**src/rtl/m2_pkg.sv**
```systemverilog
// Shared types and constants for the M2 block fetch: FSM states, segment codes, block limits, row widths.
// Combinational helpers only; no timing or flow control lives here.
package m2_pkg;

  typedef enum logic [1:0] {
    S_IDLE  = 2'd0,
    S_FETCH = 2'd1,
    S_DRAIN = 2'd2,
    S_DONE  = 2'd3
  } m2_fetch_state_t;

  localparam logic [1:0] SEG_Y   = 2'd0;
  localparam logic [1:0] SEG_U   = 2'd1;
  localparam logic [1:0] SEG_V   = 2'd2;
  localparam logic [1:0] SEG_INV = 2'd3;

  localparam logic [5:0] Y_BLK_COLS = 6'd40;
  localparam logic [5:0] C_BLK_COLS = 6'd20;
  localparam logic [4:0] BLK_ROWS   = 5'd30;

  localparam int Y_ROW_W = 320;
  localparam int C_ROW_W = 160;

  // Chroma planes are half width, so they share the smaller column limit.
  function automatic logic req_legal(input logic [1:0] seg,
                                     input logic [5:0] blk_col,
                                     input logic [4:0] blk_row);
    logic [5:0] col_lim;
    col_lim = (seg == SEG_Y) ? Y_BLK_COLS : C_BLK_COLS;
    return (seg != SEG_INV) && (blk_col < col_lim) && (blk_row < BLK_ROWS);
  endfunction

endpackage

```
**src/rtl/m2_fetch_addr_gen.sv**
```systemverilog
// Maps latched block coordinates plus sample index (r = idx/8, c = idx%8) to an 18-bit SRAM word address.
// Purely combinational, zero latency; no flow control.
module m2_fetch_addr_gen
  import m2_pkg::*;
#(
  parameter logic [17:0] Y_BASE = 18'd76800,
  parameter logic [17:0] U_BASE = 18'd153600,
  parameter logic [17:0] V_BASE = 18'd192000
) (
  input  logic [1:0]  seg,
  input  logic [5:0]  blk_col,
  input  logic [4:0]  blk_row,
  input  logic [5:0]  idx,
  output logic [17:0] addr
);

  logic [17:0] row_pix;
  logic [17:0] col_pix;
  logic [17:0] row_off;
  logic [17:0] base;

  // 8*blk_row + r and 8*blk_col + c are plain bit concatenations.
  assign row_pix = {10'd0, blk_row, idx[5:3]};
  assign col_pix = {9'd0, blk_col, idx[2:0]};

  // Row stride by shift-add: 320 = 256 + 64, 160 = 128 + 32.
  always_comb begin
    base    = V_BASE;
    row_off = (row_pix << 7) + (row_pix << 5);
    case (seg)
      SEG_Y: begin
        base    = Y_BASE;
        row_off = (row_pix << 8) + (row_pix << 6);
      end
      SEG_U: base = U_BASE;
      default: base = V_BASE;
    endcase
  end

  assign addr = base + row_off + col_pix;

endmodule

```
**src/rtl/m2_fetch_ctrl.sv**
```systemverilog
// Fetches one 8x8 block of 16-bit samples from SRAM and packs sample pairs into 32 DP-RAM words; 67 busy cycles per block.
// No backpressure: start is taken only when idle. Define M2_FETCH_PERF_CNT_EN to build the busy-cycle counter.
module m2_fetch_ctrl
  import m2_pkg::*;
#(
  parameter logic [17:0] Y_BASE = 18'd76800,
  parameter logic [17:0] U_BASE = 18'd153600,
  parameter logic [17:0] V_BASE = 18'd192000
) (
  input  logic        CLOCK_50_I,
  input  logic        reset,
  input  logic        start,
  input  logic [1:0]  seg,
  input  logic [5:0]  blk_col,
  input  logic [4:0]  blk_row,
  input  logic [15:0] SRAM_read_data,
  output logic [17:0] SRAM_address,
  output logic        SRAM_we_n,
  output logic [6:0]  dp_address,
  output logic [31:0] dp_write_data,
  output logic        dp_wren,
  output logic        busy,
  output logic        done,
  output logic        err,
  output logic [15:0] cycle_count
);

  m2_fetch_state_t state;
  logic [1:0]  seg_q;
  logic [5:0]  col_q;
  logic [4:0]  row_q;
  logic [5:0]  k_q;
  logic        drain_q;
  logic        idle;
  logic        accept;
  logic        reject;

  logic [1:0]  ag_seg;
  logic [5:0]  ag_col;
  logic [4:0]  ag_row;
  logic [5:0]  ag_idx;
  logic [17:0] ag_addr;

  // Read pipeline: stage 2 lines up with the sample arriving on SRAM_read_data.
  logic        p1_vld;
  logic        p2_vld;
  logic [5:0]  p1_idx;
  logic [5:0]  p2_idx;
  logic [15:0] even_q;

  assign idle   = (state == S_IDLE);
  assign accept = idle && start && req_legal(seg, blk_col, blk_row);
  assign reject = idle && start && !req_legal(seg, blk_col, blk_row);

  // While idle the generator sees the live request so sample 0 is issued on the accept edge.
  assign ag_seg = idle ? seg     : seg_q;
  assign ag_col = idle ? blk_col : col_q;
  assign ag_row = idle ? blk_row : row_q;
  assign ag_idx = idle ? 6'd0    : k_q + 6'd1;

  m2_fetch_addr_gen #(
    .Y_BASE (Y_BASE),
    .U_BASE (U_BASE),
    .V_BASE (V_BASE)
  ) u_addr_gen (
    .seg     (ag_seg),
    .blk_col (ag_col),
    .blk_row (ag_row),
    .idx     (ag_idx),
    .addr    (ag_addr)
  );

  always_ff @(posedge CLOCK_50_I or posedge reset) begin
    if (reset) begin
      state        <= S_IDLE;
      seg_q        <= 2'd0;
      col_q        <= 6'd0;
      row_q        <= 5'd0;
      k_q          <= 6'd0;
      drain_q      <= 1'b0;
      SRAM_address <= 18'd0;
      err          <= 1'b0;
    end else begin
      err <= reject;
      case (state)
        S_IDLE: begin
          if (accept) begin
            state        <= S_FETCH;
            seg_q        <= seg;
            col_q        <= blk_col;
            row_q        <= blk_row;
            k_q          <= 6'd0;
            SRAM_address <= ag_addr;
          end
        end
        S_FETCH: begin
          if (k_q == 6'd63) begin
            state   <= S_DRAIN;
            drain_q <= 1'b0;
          end else begin
            k_q          <= k_q + 6'd1;
            SRAM_address <= ag_addr;
          end
        end
        S_DRAIN: begin
          if (drain_q) state <= S_DONE;
          else         drain_q <= 1'b1;
        end
        S_DONE:  state <= S_IDLE;
        default: state <= S_IDLE;
      endcase
    end
  end

  always_ff @(posedge CLOCK_50_I or posedge reset) begin
    if (reset) begin
      p1_vld <= 1'b0;
      p2_vld <= 1'b0;
      p1_idx <= 6'd0;
      p2_idx <= 6'd0;
      even_q <= 16'd0;
    end else begin
      p1_vld <= (state == S_FETCH);
      p1_idx <= k_q;
      p2_vld <= p1_vld;
      p2_idx <= p1_idx;
      if (p2_vld && !p2_idx[0]) even_q <= SRAM_read_data;
    end
  end

  // Odd samples complete a pair; address is 4*r + c/2.
  assign dp_wren       = p2_vld && p2_idx[0];
  assign dp_address    = {2'b00, p2_idx[5:3], p2_idx[2:1]};
  assign dp_write_data = dp_wren ? {even_q, SRAM_read_data} : 32'd0;
  assign SRAM_we_n     = 1'b1;
  assign busy          = !idle;
  assign done          = (state == S_DONE);

`ifdef M2_FETCH_PERF_CNT_EN
  logic [15:0] cnt_q;

  always_ff @(posedge CLOCK_50_I or posedge reset) begin
    if (reset) begin
      cnt_q <= 16'd0;
    end else if (accept) begin
      cnt_q <= 16'd0;
    end else if (busy && (cnt_q != 16'hFFFF)) begin
      cnt_q <= cnt_q + 16'd1;
    end
  end

  assign cycle_count = cnt_q;
`else
  assign cycle_count = 16'd0;
`endif

endmodule
```
**config.mk**
```make
export PLATFORM = sky130hd
export DESIGN_NAME = m2_fetch_ctrl
export DESIGN_NICKNAME = d
export VERILOG_FILES = /design/src/rtl/m2_pkg.sv /design/src/rtl/m2_fetch_addr_gen.sv /design/src/rtl/m2_fetch_ctrl.sv
export SDC_FILE = /design/constraint.sdc
export NUM_CORES = 1
export LEC_CHECK = 0
export BUFFER_PORTS_ARGS = -buffer_cell sky130_fd_sc_hd__buf_2
export CAP_MARGIN = 20
export CORE_ASPECT_RATIO = 1.5
export CORE_MARGIN = 2
export CORE_UTILIZATION = 48
export CTS_CLUSTER_SIZE = 24
export DETAILED_ROUTE_END_ITERATION = 6
export PLACE_DENSITY = 0.81
export RECOVER_POWER = 50
export SLEW_MARGIN = 30
export SYNTH_ARGS = -nofsm -noshare
export SYNTH_HDL_FRONTEND = slang
export SYNTH_SLANG_ARGS = --single-unit
```
**constraint.sdc**
```tcl
create_clock -name CLOCK_50_I -period 4.04 [get_ports CLOCK_50_I]
set_input_delay 0.404 -clock CLOCK_50_I [delete_from_list [all_inputs] [get_ports CLOCK_50_I]]
set_output_delay 0.404 -clock CLOCK_50_I [all_outputs]
set_load 0.05 [all_outputs]
```
==> results.md, run 1 <==
- Antenna violations before repair: 0
- Cell breakdown of the critical path: inv_1, ha_4, buf_4, mux2_2, ha_1, o21ai_0, o21bai_1, nand3_1, a21boi_1, xnor2_1, mux2i_1, ha_2, and3_1, nand2_1, and2_1, a2111o_1, nand3_1
- Post-route ant nets: 0
- Mux contribution to synthesized area: 11.85%
- Setup crit end kind: register
- Sink count of the clock tree: 71
- Ys async rst share: 100.0%
- Mapped Cells: 427
- Critical Path Start: state[0]$_DFFE_PP0P_
- Critical Path AT: 4.16 ns
- Max_cap viols: 0
- Worst hold path type: primary input to asynchronous set/reset pin
- Port Buf Inserts: 90
- Fill count: 755
- Die W: 81.25 um
- Number of synthesized flops with an enable pin: 0
- Post-synth top flop: dfrtp_1
- CTS tree: yes
- CP required: 4.30 ns
- Mapped Area: 4297 um^2
- CTS Buf Count: 9
- Largest family of logic cells by synthesized area: simple AND/OR/NAND/NOR gates
- RSZ-0062 raised after global routing: yes
- Final Hold Violating Endpoints: 0
- Synth Register Bits: 71
- Gpl congestion: 0.9695
- Least-Margin Pin Slew: 0.7314 ns
- Slew HR: 51.24%
- Footprint of the multi-input gates: 2335 um^2
- Register area: 1777 um^2
- Largest net degree at the start of global routing: 52
- Diode count: 0
- DRC viols: 0
- WL final: 9657 um
- Final clock period utilization by the worst path: 96.51%
- Synth Area in Compound Gates: 14.01%
- Final Max Slew Viols: 0
- Synth top area share: 41.35%
- Die Y: 119.9 um
- Maximum clock rate: 0.2565 GHz
- H-tree depth: 3
- Commonest cells after routing, fill and taps aside: buf_2, dfrtp_1, nand2_1, mux2_2, and3_1
- Core area: 8776 um^2
- Layout area overhead: 21.08%
- Syn Area/Cell: 10.06 um^2
- Dpl hpwl: 7345 um
- DR vias: 3518
- DR iter-0 viols: 184
- Tot GR Track Use: 20.66%
- Status: complete, no violations
- Row count: 42
- Layout cells sized above 1: 35.36%
- Critical path type: register to register
- Worst path slowest cell: dfrtp_1
- WL/cell: 15.18 um
- Root buffer cell: clkbuf_16
- Max clock buf depth: 2
- Synth cell types: 50
- Critical path peak fanout: 8
- Yosys warns: 0
- Final #Nets: 580
- Final setup skew: 0.003606 ns
- Max incr delay on CP: 0.41 ns
- Synth top area cells: dfrtp_1, mux2_2, ha_1
- Post-Synth Adder-Cell Area: 8.212%
- Final setup TNS: 0 ns
- Starting Density: 48.96%
- Hold Buf Count CTS: 0
- Setup violations, final: 0
- Vias/cell: 5.531
- Crit path launch type: register
- CTS clk-pin slew, worst paths: 0.06 ns
- I/O Pins: 110
- GR Overflow Total: 0
- First-pass GRT wire length: 15630 um
- Post-synthesis sequential area ratio: 41.35%
- RR Startpoint: state[0]$_DFFE_PP0P_
- Commonest non-fill, non-tap cell in the layout: buf_2
- DIE AREA: 9740 um^2
- Hold Slack: 0.1610 ns
- Cell taking the most area after synthesis: dfrtp_1
- Fin crit period: 3.899 ns
- Vias in the first global route: 3318
- Worst path most repeated cell: nand3_1
- Synth Area in Simple Gates: 14.33%
- Clock latency on the worst-skew pair: 0.33 ns
- Post-synthesis xor/xnor area fraction: 2.854%
- Number of detailed-route iterations in the first pass: 4
==> layer usage <==
metal  track usage, %  part of all wire (%)  vias up
li1                 -                     -     1675
met1            24.44                    40     1694
met2            36.11                    52      129
met3            4.135                   6.0       20
met4            7.945                   2.3        0
met5                0                     0        -
==> per-stage QoR <==
step / std cells / cell area, um^2 / utilization, % / setup slack, ns
finish: 636 / 5202 / 59.28 / 0.1411
CTS: 633 / 5132 / 58.48 / 0.01884
detailed placement: 617 / 4818 / 54.90 / -0.01966
floorplan: 444 / 4363 / - / 0.05303
global placement: 617 / 4816 / 54.88 / 0.1897
global route: 636 / 5202 / 59.28 / -0.02898
==> Yosys cell counts, types with 7 or more instances <==
| cell type | count |
|---|---|
| mux2i_1 | 7 |
| xnor2_1 | 7 |
| dfrtp_1 | 71 |
| a21oi_1 | 11 |
| nor3_1 | 7 |
| nand2_1 | 39 |
| and3_1 | 35 |
| xor2_1 | 7 |
| clkbuf_1 | 12 |
| mux2_2 | 39 |
| inv_1 | 14 |
| o21ai_0 | 24 |
| nor2_1 | 20 |
| ha_1 | 25 |
| nand3_1 | 10 |
| a21o_1 | 7 |
| buf_4 | 24 |
==> cell families (layout without fill, tap and decap cells) <==
group,after synthesis,after routing
AND/OR/NAND/NOR,125,125
AO/OA/AOI/OAI,85,85
flip-flops,71,71
buffers and inverters,57,139
multiplexers,46,46
adder cells (fa/ha/maj),27,27
XOR/XNOR,14,14
other,2,19
==> final cells by class <==
class,instances,share of cell area [%]
flip-flops and latches,71,34.15
inverters,14,1.058
well taps,110,2.646
repair buffers,109,11.33
clock buffers,11,4.858
clock inverters,5,1.082
multi-input cells,316,44.88
==> critical path: cells and delay by family (launching register included) <==
kind / cells / cell delay (ns)
AOI/OAI and AO/OA: 4 / 0.91
and+or+nand+nor: 5 / 0.62
xor gates and xnor gates: 1 / 0.18
muxes: 2 / 0.48
DFF: 1 / 0.41
adders and majority gates: 3 / 0.93
buffers and inverters: 2 / 0.30
==> state kept, by name, summed over array words and instances (netlist names) <==
name	count
k_q	6
SRAM_address	18
p2_vld	1
seg_q	2
drain_q	1
p1_idx	6
p2_idx	6
even_q	16
err	1
p1_vld	1
state	2
col_q	6
row_q	5
==> worst paths after layout <==
check                                          endpoint  slack (ns)  cells past startpoint
max                        SRAM_address[16]$_DFFE_PP0P_        0.14                     17
min                               even_q[9]$_DFFE_PP0P_        0.16                      2
max reg2reg                SRAM_address[16]$_DFFE_PP0P_        0.14                     17
min reg2reg                         p2_idx[4]$_DFF_PP0_        0.35                      0
max in group asynchronous           p2_idx[5]$_DFF_PP0_        3.17                      3
min in group CLOCK_50_I           even_q[0]$_DFFE_PP0P_        0.32                      2
==> what timing repair did <==
action                                  in CTS  in global routing
pin swaps                                    0                  6
endpoints found under the setup margin       1                  6
gates resized for setup                      1                 17
setup buffers                                0                  3
gates cloned                                 0                  0
Power of run 1 is not shown: default switching activity piles up to over one toggle a cycle in this logic, so the estimate is an artifact.
==> run 2: changes to the inputs <==
==> constraint.sdc (replaced) <==
create_clock -name CLOCK_50_I -period 4.04 [get_ports CLOCK_50_I]
set_input_delay 0.808 -clock CLOCK_50_I [delete_from_list [all_inputs] [get_ports CLOCK_50_I]]
set_output_delay 0.808 -clock CLOCK_50_I [all_outputs]
set_load 0.05 [all_outputs]
==> results.md, run 2 (synthesis results as in run 1) <==
- Final Hold Violating Endpoints: 0 (unchanged)
- Critical Path AT: 4.16 ns (about the same)
- Core area: 8776 um^2 (unchanged)
- First-pass GRT wire length: 15730 um (was 15630 um)
- Setup crit end kind: register (unchanged)
- DR iter-0 viols: 221 (was 184)
- Critical path peak fanout: 5 (was 8)
- Layout cells sized above 1: 33.21% (was 35.36%)
- DR vias: 3578 (was 3518)
- Worst hold path type: register to register (was primary input to asynchronous set/reset pin)
- Critical Path Start: k_q[1]$_DFFE_PP0P_ (was state[0]$_DFFE_PP0P_)
- Root buffer cell: clkbuf_16 (unchanged)
- Final setup TNS: 0 ns (unchanged)
- Max incr delay on CP: 0.43 ns (was 0.41 ns)
- RSZ-0062 raised after global routing: yes (unchanged)
- DRC viols: 0 (unchanged)
- Hold EP: p2_vld$_DFF_PP0_
- RR Startpoint: k_q[1]$_DFFE_PP0P_ (was state[0]$_DFFE_PP0P_)
- Vias/cell: 5.565 (was 5.531)
- Setup violations, final: 0 (unchanged)
- Hold Slack: 0.3468 ns (was 0.1610 ns)
- Footprint of the multi-input gates: 2372 um^2 (was 2335 um^2)
- H-tree depth: 3 (unchanged)
- CTS clk-pin slew, worst paths: 0.05 ns (was 0.06 ns)
- Fin crit period: 3.898 ns (was 3.899 ns)
- Die Y: 119.9 um (unchanged)
- Max_cap viols: 0 (unchanged)
- Final #Nets: 588 (was 580)
- Final setup skew: 0.009172 ns (was 0.003606 ns)
- Largest net degree at the start of global routing: 36 (was 52)
- Port Buf Inserts: 90 (unchanged)
- Crit Reg-Reg Endpoint: SRAM_address[16]$_DFFE_PP0P_ (unchanged)
- Worst Min Path Start: p1_vld$_DFF_PP0_
- Reg2Reg Setup Slack: 0.14 ns (about the same)
- Final clock period utilization by the worst path: 96.48% (was 96.51%)
- Worst path bufs/invs: 2 (unchanged)
- Status: complete, no violations (unchanged)
- Least-Margin Pin Slew: 1.253 ns (was 0.7314 ns)
- Vias in the first global route: 3368 (was 3318)
- WL/cell: 15.97 um (was 15.18 um)
- Cell breakdown of the critical path: ha_2, and3_1, xnor2_1, nor2_1, inv_1, fa_2, nand2b_4, o2bb2ai_2, o21bai_1, a21o_1, xnor2_2, mux2i_1, ha_1, buf_4, nand2_1, nor2_2, a211oi_2, and2_1, a2111o_1, nand3_1 (was inv_1, ha_4, buf_4, mux2_2, ha_1, o21ai_0, o21bai_1, nand3_1, a21boi_1, xnor2_1, mux2i_1, ha_2, and3_1, nand2_1, and2_1, a2111o_1, nand3_1)
- Maximum clock rate: 0.2566 GHz (was 0.2565 GHz)
- GR Overflow Total: 0 (unchanged)
- Max clock buf depth: 2 (unchanged)
- Worst path slowest cell: dfrtp_1 (unchanged)
- Crit path launch type: register (unchanged)
- CTS Buf Count: 9 (unchanged)
- I/O Pins: 110 (unchanged)
- Commonest non-fill, non-tap cell in the layout: buf_2 (unchanged)
- Starting Density: 48.96% (unchanged)
- Largest Register: SRAM_address (unchanged)
- CTS tree: yes (unchanged)
- Number of detailed-route iterations in the first pass: 5 (was 4)
- Reg2Reg Depth: 20 (was 17)
- Antenna violations before repair: 0 (unchanged)
- Dpl hpwl: 7473 um (was 7345 um)
- DIE AREA: 9740 um^2 (unchanged)
- Post-route ant nets: 0 (unchanged)
- Clock latency on the worst-skew pair: 0.34 ns (was 0.33 ns)
- Worst Hold Depth: 0
- Tot GR Track Use: 21.11% (was 20.66%)
- CP top delay family: simple AND/OR/NAND/NOR gates (was adder cells)
- Register area: 1777 um^2 (unchanged)
- Diode count: 0 (unchanged)
- CP required: 4.31 ns (was 4.30 ns)
- Row count: 42 (unchanged)
- Top Registers: SRAM_address: 18 flops, even_q: 16 flops (unchanged)
- Sink count of the clock tree: 71 (unchanged)
- Critical path type: register to register (unchanged)
- Die W: 81.25 um (unchanged)
- Fill count: 744 (was 755)
- Slew HR: 16.35% (was 51.24%)
- Layout area overhead: 23.38% (was 21.08%)
- WL final: 10270 um (was 9657 um)
- Final Max Slew Viols: 0 (unchanged)
- Max reg flops: 18 (unchanged)
- Gpl congestion: 0.8963 (was 0.9695)
- Commonest cells after routing, fill and taps aside: buf_2, dfrtp_1, nand2_1, mux2_2, and3_1 (unchanged)
==> run 2: cell count changes in the layout (fill, tap and decap cells not counted), sizes merged <==
cell,previous run,this run
clkbuf,12,29
clkinv,3,1
bufinv,1,3
buf,108,98
==> run 2: timing repair <==
action                     in CTS  in global routing
pin swaps                       0                 12
gates resized for setup         1                 22
setup endpoints to repair       1                  3
hold buffers                    0                  0
setup buffers                   0                  6
==> run 2: layout make-up <==
type                            instances  area share, %
Clock inverter                          5          2.006
Timing Repair Buffer                  117          11.64
Clock buffer                           10          4.508
Sequential cell                        71          33.51
Tap cell                              110          2.596
Inverter                               14         0.9913
Multi-Input combinational cell        316          44.75
==> run 2: how the worst max path moves through the flow <==
stage                                    to  slack [ns]  cells past startpoint
2_1_floorplan  SRAM_address[16]$_DFFE_PP0P_        0.05                     22
3_3_place_gp   SRAM_address[16]$_DFFE_PP0P_        0.17                     21
3_5_place_dp   SRAM_address[16]$_DFFE_PP0P_        0.03                     21
4_1_cts        SRAM_address[17]$_DFFE_PP0P_        0.02                     21
5_1_grt        SRAM_address[16]$_DFFE_PP0P_       -0.07                     18
6_report       SRAM_address[16]$_DFFE_PP0P_        0.14                     20
==> run 2: per-stage QoR <==
stage,setup WS (ns),cell area [um^2],utilization [%],instances
3_5_place_dp,0.02528,4853,55.30,622
5_1_grt,-0.06679,5301,60.41,643
3_3_place_gp,0.1742,4853,55.30,622
6_report,0.1422,5301,60.41,643
4_1_cts,0.02011,5204,59.30,637
2_1_floorplan,0.05303,4363,-,444
==> run 2: per-layer routing <==
metal	global-route usage (%)	part of all wire (%)	wire [um]
met5	0	0	0
met4	9.110	3.2	325
met3	4.737	5.5	569
met2	38.22	53	5441
met1	22.88	38	3935
Power of run 2 is left out for the same reason.
==> run 3: changes to the inputs <==
Settings changed: REMOVE_ABC_BUFFERS set to 1.
==> results.md, run 3 (synthesis results as in run 1) <==
- Final Hold Violating Endpoints: 0 (unchanged)
- Post-route insts no fill: 639 (was 643)
- DIE AREA: 9740 um^2 (unchanged)
- Dpl hpwl: 7286 um (was 7473 um)
- Commonest non-fill, non-tap cell in the layout: buf_2 (unchanged)
- Final #Nets: 584 (was 588)
- WL final: 9672 um (was 10270 um)
- Final setup skew: 0.006647 ns (was 0.009172 ns)
- Largest Register: SRAM_address (unchanged)
- Antenna violations before repair: 0 (unchanged)
- Worst hold path type: register to register (unchanged)
- Setup ws final: 0.1692 ns (was 0.1422 ns)
- CTS tree: yes (unchanged)
- I/O Pins: 110 (unchanged)
- Critical Path AT: 4.14 ns (was 4.16 ns)
- Crit path launch type: register (unchanged)
- Max reg flops: 18 (unchanged)
- WL/cell: 15.14 um (was 15.97 um)
- CP required: 4.31 ns (about the same)
- Setup crit end kind: register (unchanged)
- Starting Density: 48.96% (unchanged)
- Die W: 81.25 um (unchanged)
- Max clock buf depth: 2 (unchanged)
- Post-placement cell count: 617 (was 622)
- Commonest cells after routing, fill and taps aside: buf_2, dfrtp_1, nand2_1, mux2_2, and3_1 (unchanged)
- Setup violations, final: 0 (unchanged)
- Top Registers: SRAM_address: 18 flops, even_q: 16 flops (unchanged)
- Diode count: 0 (unchanged)
- Clock latency on the worst-skew pair: 0.34 ns (about the same)
- First-pass GRT wire length: 14820 um (was 15730 um)
- Largest net degree at the start of global routing: 45 (was 36)
- Status: complete, no violations (unchanged)
- Critical path peak fanout: 6 (was 5)
- Core area: 8776 um^2 (unchanged)
- Final clock period utilization by the worst path: 95.81% (was 96.48%)
- H-tree depth: 3 (unchanged)
- Critical path type: register to register (unchanged)
- Tot GR Track Use: 19.91% (was 21.11%)
- Setup WS pre-CTS: -0.02351 ns (was 0.02528 ns)
- Final Max Slew Viols: 0 (unchanged)
- Die Y: 119.9 um (unchanged)
- Max_cap viols: 0 (unchanged)
- Slew HR: 56.30% (was 16.35%)
- CTS Buf Count: 9 (unchanged)
- Number of detailed-route iterations in the first pass: 4 (was 5)
- Final core utilization: 59.60% (was 60.41%)
- CTS clk-pin slew, worst paths: 0.06 ns (was 0.05 ns)
- DR vias: 3558 (was 3578)
- Row count: 42 (unchanged)
- Least-Margin Pin Slew: 0.6555 ns (was 1.253 ns)
- DRC viols: 0 (unchanged)
- Fin crit period: 3.871 ns (was 3.898 ns)
- Layout cells sized above 1: 35.73% (was 33.21%)
- Layout area overhead: 21.72% (was 23.38%)
- Vias in the first global route: 3331 (was 3368)
- DR iter-0 viols: 299 (was 221)
- Vias/cell: 5.568 (was 5.565)
- Maximum clock rate: 0.2583 GHz (was 0.2566 GHz)
- Post-route ant nets: 0 (unchanged)
- Hold Buf Count CTS: 0 (unchanged)
- Sink count of the clock tree: 71 (unchanged)
- Root buffer cell: clkbuf_16 (unchanged)
- GR Overflow Total: 0 (unchanged)
- Port Buf Inserts: 90 (unchanged)
- Gpl congestion: 0.8647 (was 0.8963)
-- run 3: final cells by class --
| class | instances | area [um^2] |
|---|---|---|
| fillers | 741 | 3546 |
| well taps | 110 | 137.6 |
| multi-input cells | 316 | 2356 |
| inverters | 14 | 52.55 |
| flip-flops and latches | 71 | 1780 |
| repair buffers | 113 | 623.1 |
| clock buffers | 11 | 232.7 |
| clock inverters | 4 | 47.55 |
-- run 3: metal layers --
metal | global-route usage [%] | vias to the layer above | part of all wire [%]
li1 | - | 1689 | -
met1 | 19.35 | 1710 | 37
met2 | 37.09 | 134 | 54
met3 | 5.038 | 25 | 6.6
met4 | 10.38 | 0 | 3.2
met5 | 0 | - | 0
-- run 3: final timing paths --
path / from / end / slack [ns] / cells past startpoint
min in group asynchronous: reset / even_q[11]$_DFFE_PP0P_ / 0.53 / 2
worst max-delay path: k_q[1]$_DFFE_PP0P_ / SRAM_address[16]$_DFFE_PP0P_ / 0.17 / 18
max in group asynchronous: reset / k_q[2]$_DFFE_PP0P_ / 2.51 / 3
worst max register to register: k_q[1]$_DFFE_PP0P_ / SRAM_address[16]$_DFFE_PP0P_ / 0.17 / 18
worst min-delay path: p1_idx[1]$_DFF_PP0_ / p2_idx[1]$_DFF_PP0_ / 0.35 / 0
worst min register to register: p1_idx[1]$_DFF_PP0_ / p2_idx[1]$_DFF_PP0_ / 0.35 / 0
-- run 3: stage by stage --
| step | cell area, um^2 | TNS [ns] | hold slack (ns) |
|---|---|---|---|
| 6_report | 5230 | 0 | 0.3466 |
| 5_1_grt | 5230 | -0.09138 | 0.3524 |
| 4_1_cts | 5100 | 0 | 0.3489 |
| 3_5_place_dp | 4816 | -0.03588 | 0.3370 |
| 3_3_place_gp | 4816 | 0 | 0.3333 |
| 2_1_floorplan | 4103 | -0.1181 | 0.3312 |
-- run 3: timing repair --
action | in CTS | in global routing
setup buffers | 0 | 7
gates resized for setup | 2 | 18
pin swaps | 0 | 7
endpoints found under the setup margin | 2 | 4
gates cloned | 0 | 0
-- run 3: critical path, stage by stage (launching register included) --
cell      delay (ns)
dfrtp_2         0.46
ha_4            0.20
and3_1          0.21
xnor2_1         0.16
nor2_1          0.08
buf_4           0.13
ha_1            0.28
a211oi_2        0.29
o21bai_1        0.16
nand3_1         0.10
a21boi_0        0.10
xnor2_1         0.21
mux2i_1         0.12
ha_2            0.40
and3_1          0.21
nand2_1         0.08
and2_1          0.16
a2111o_1        0.38
nand3_1         0.07
Power of run 3 is left out for the same reason.
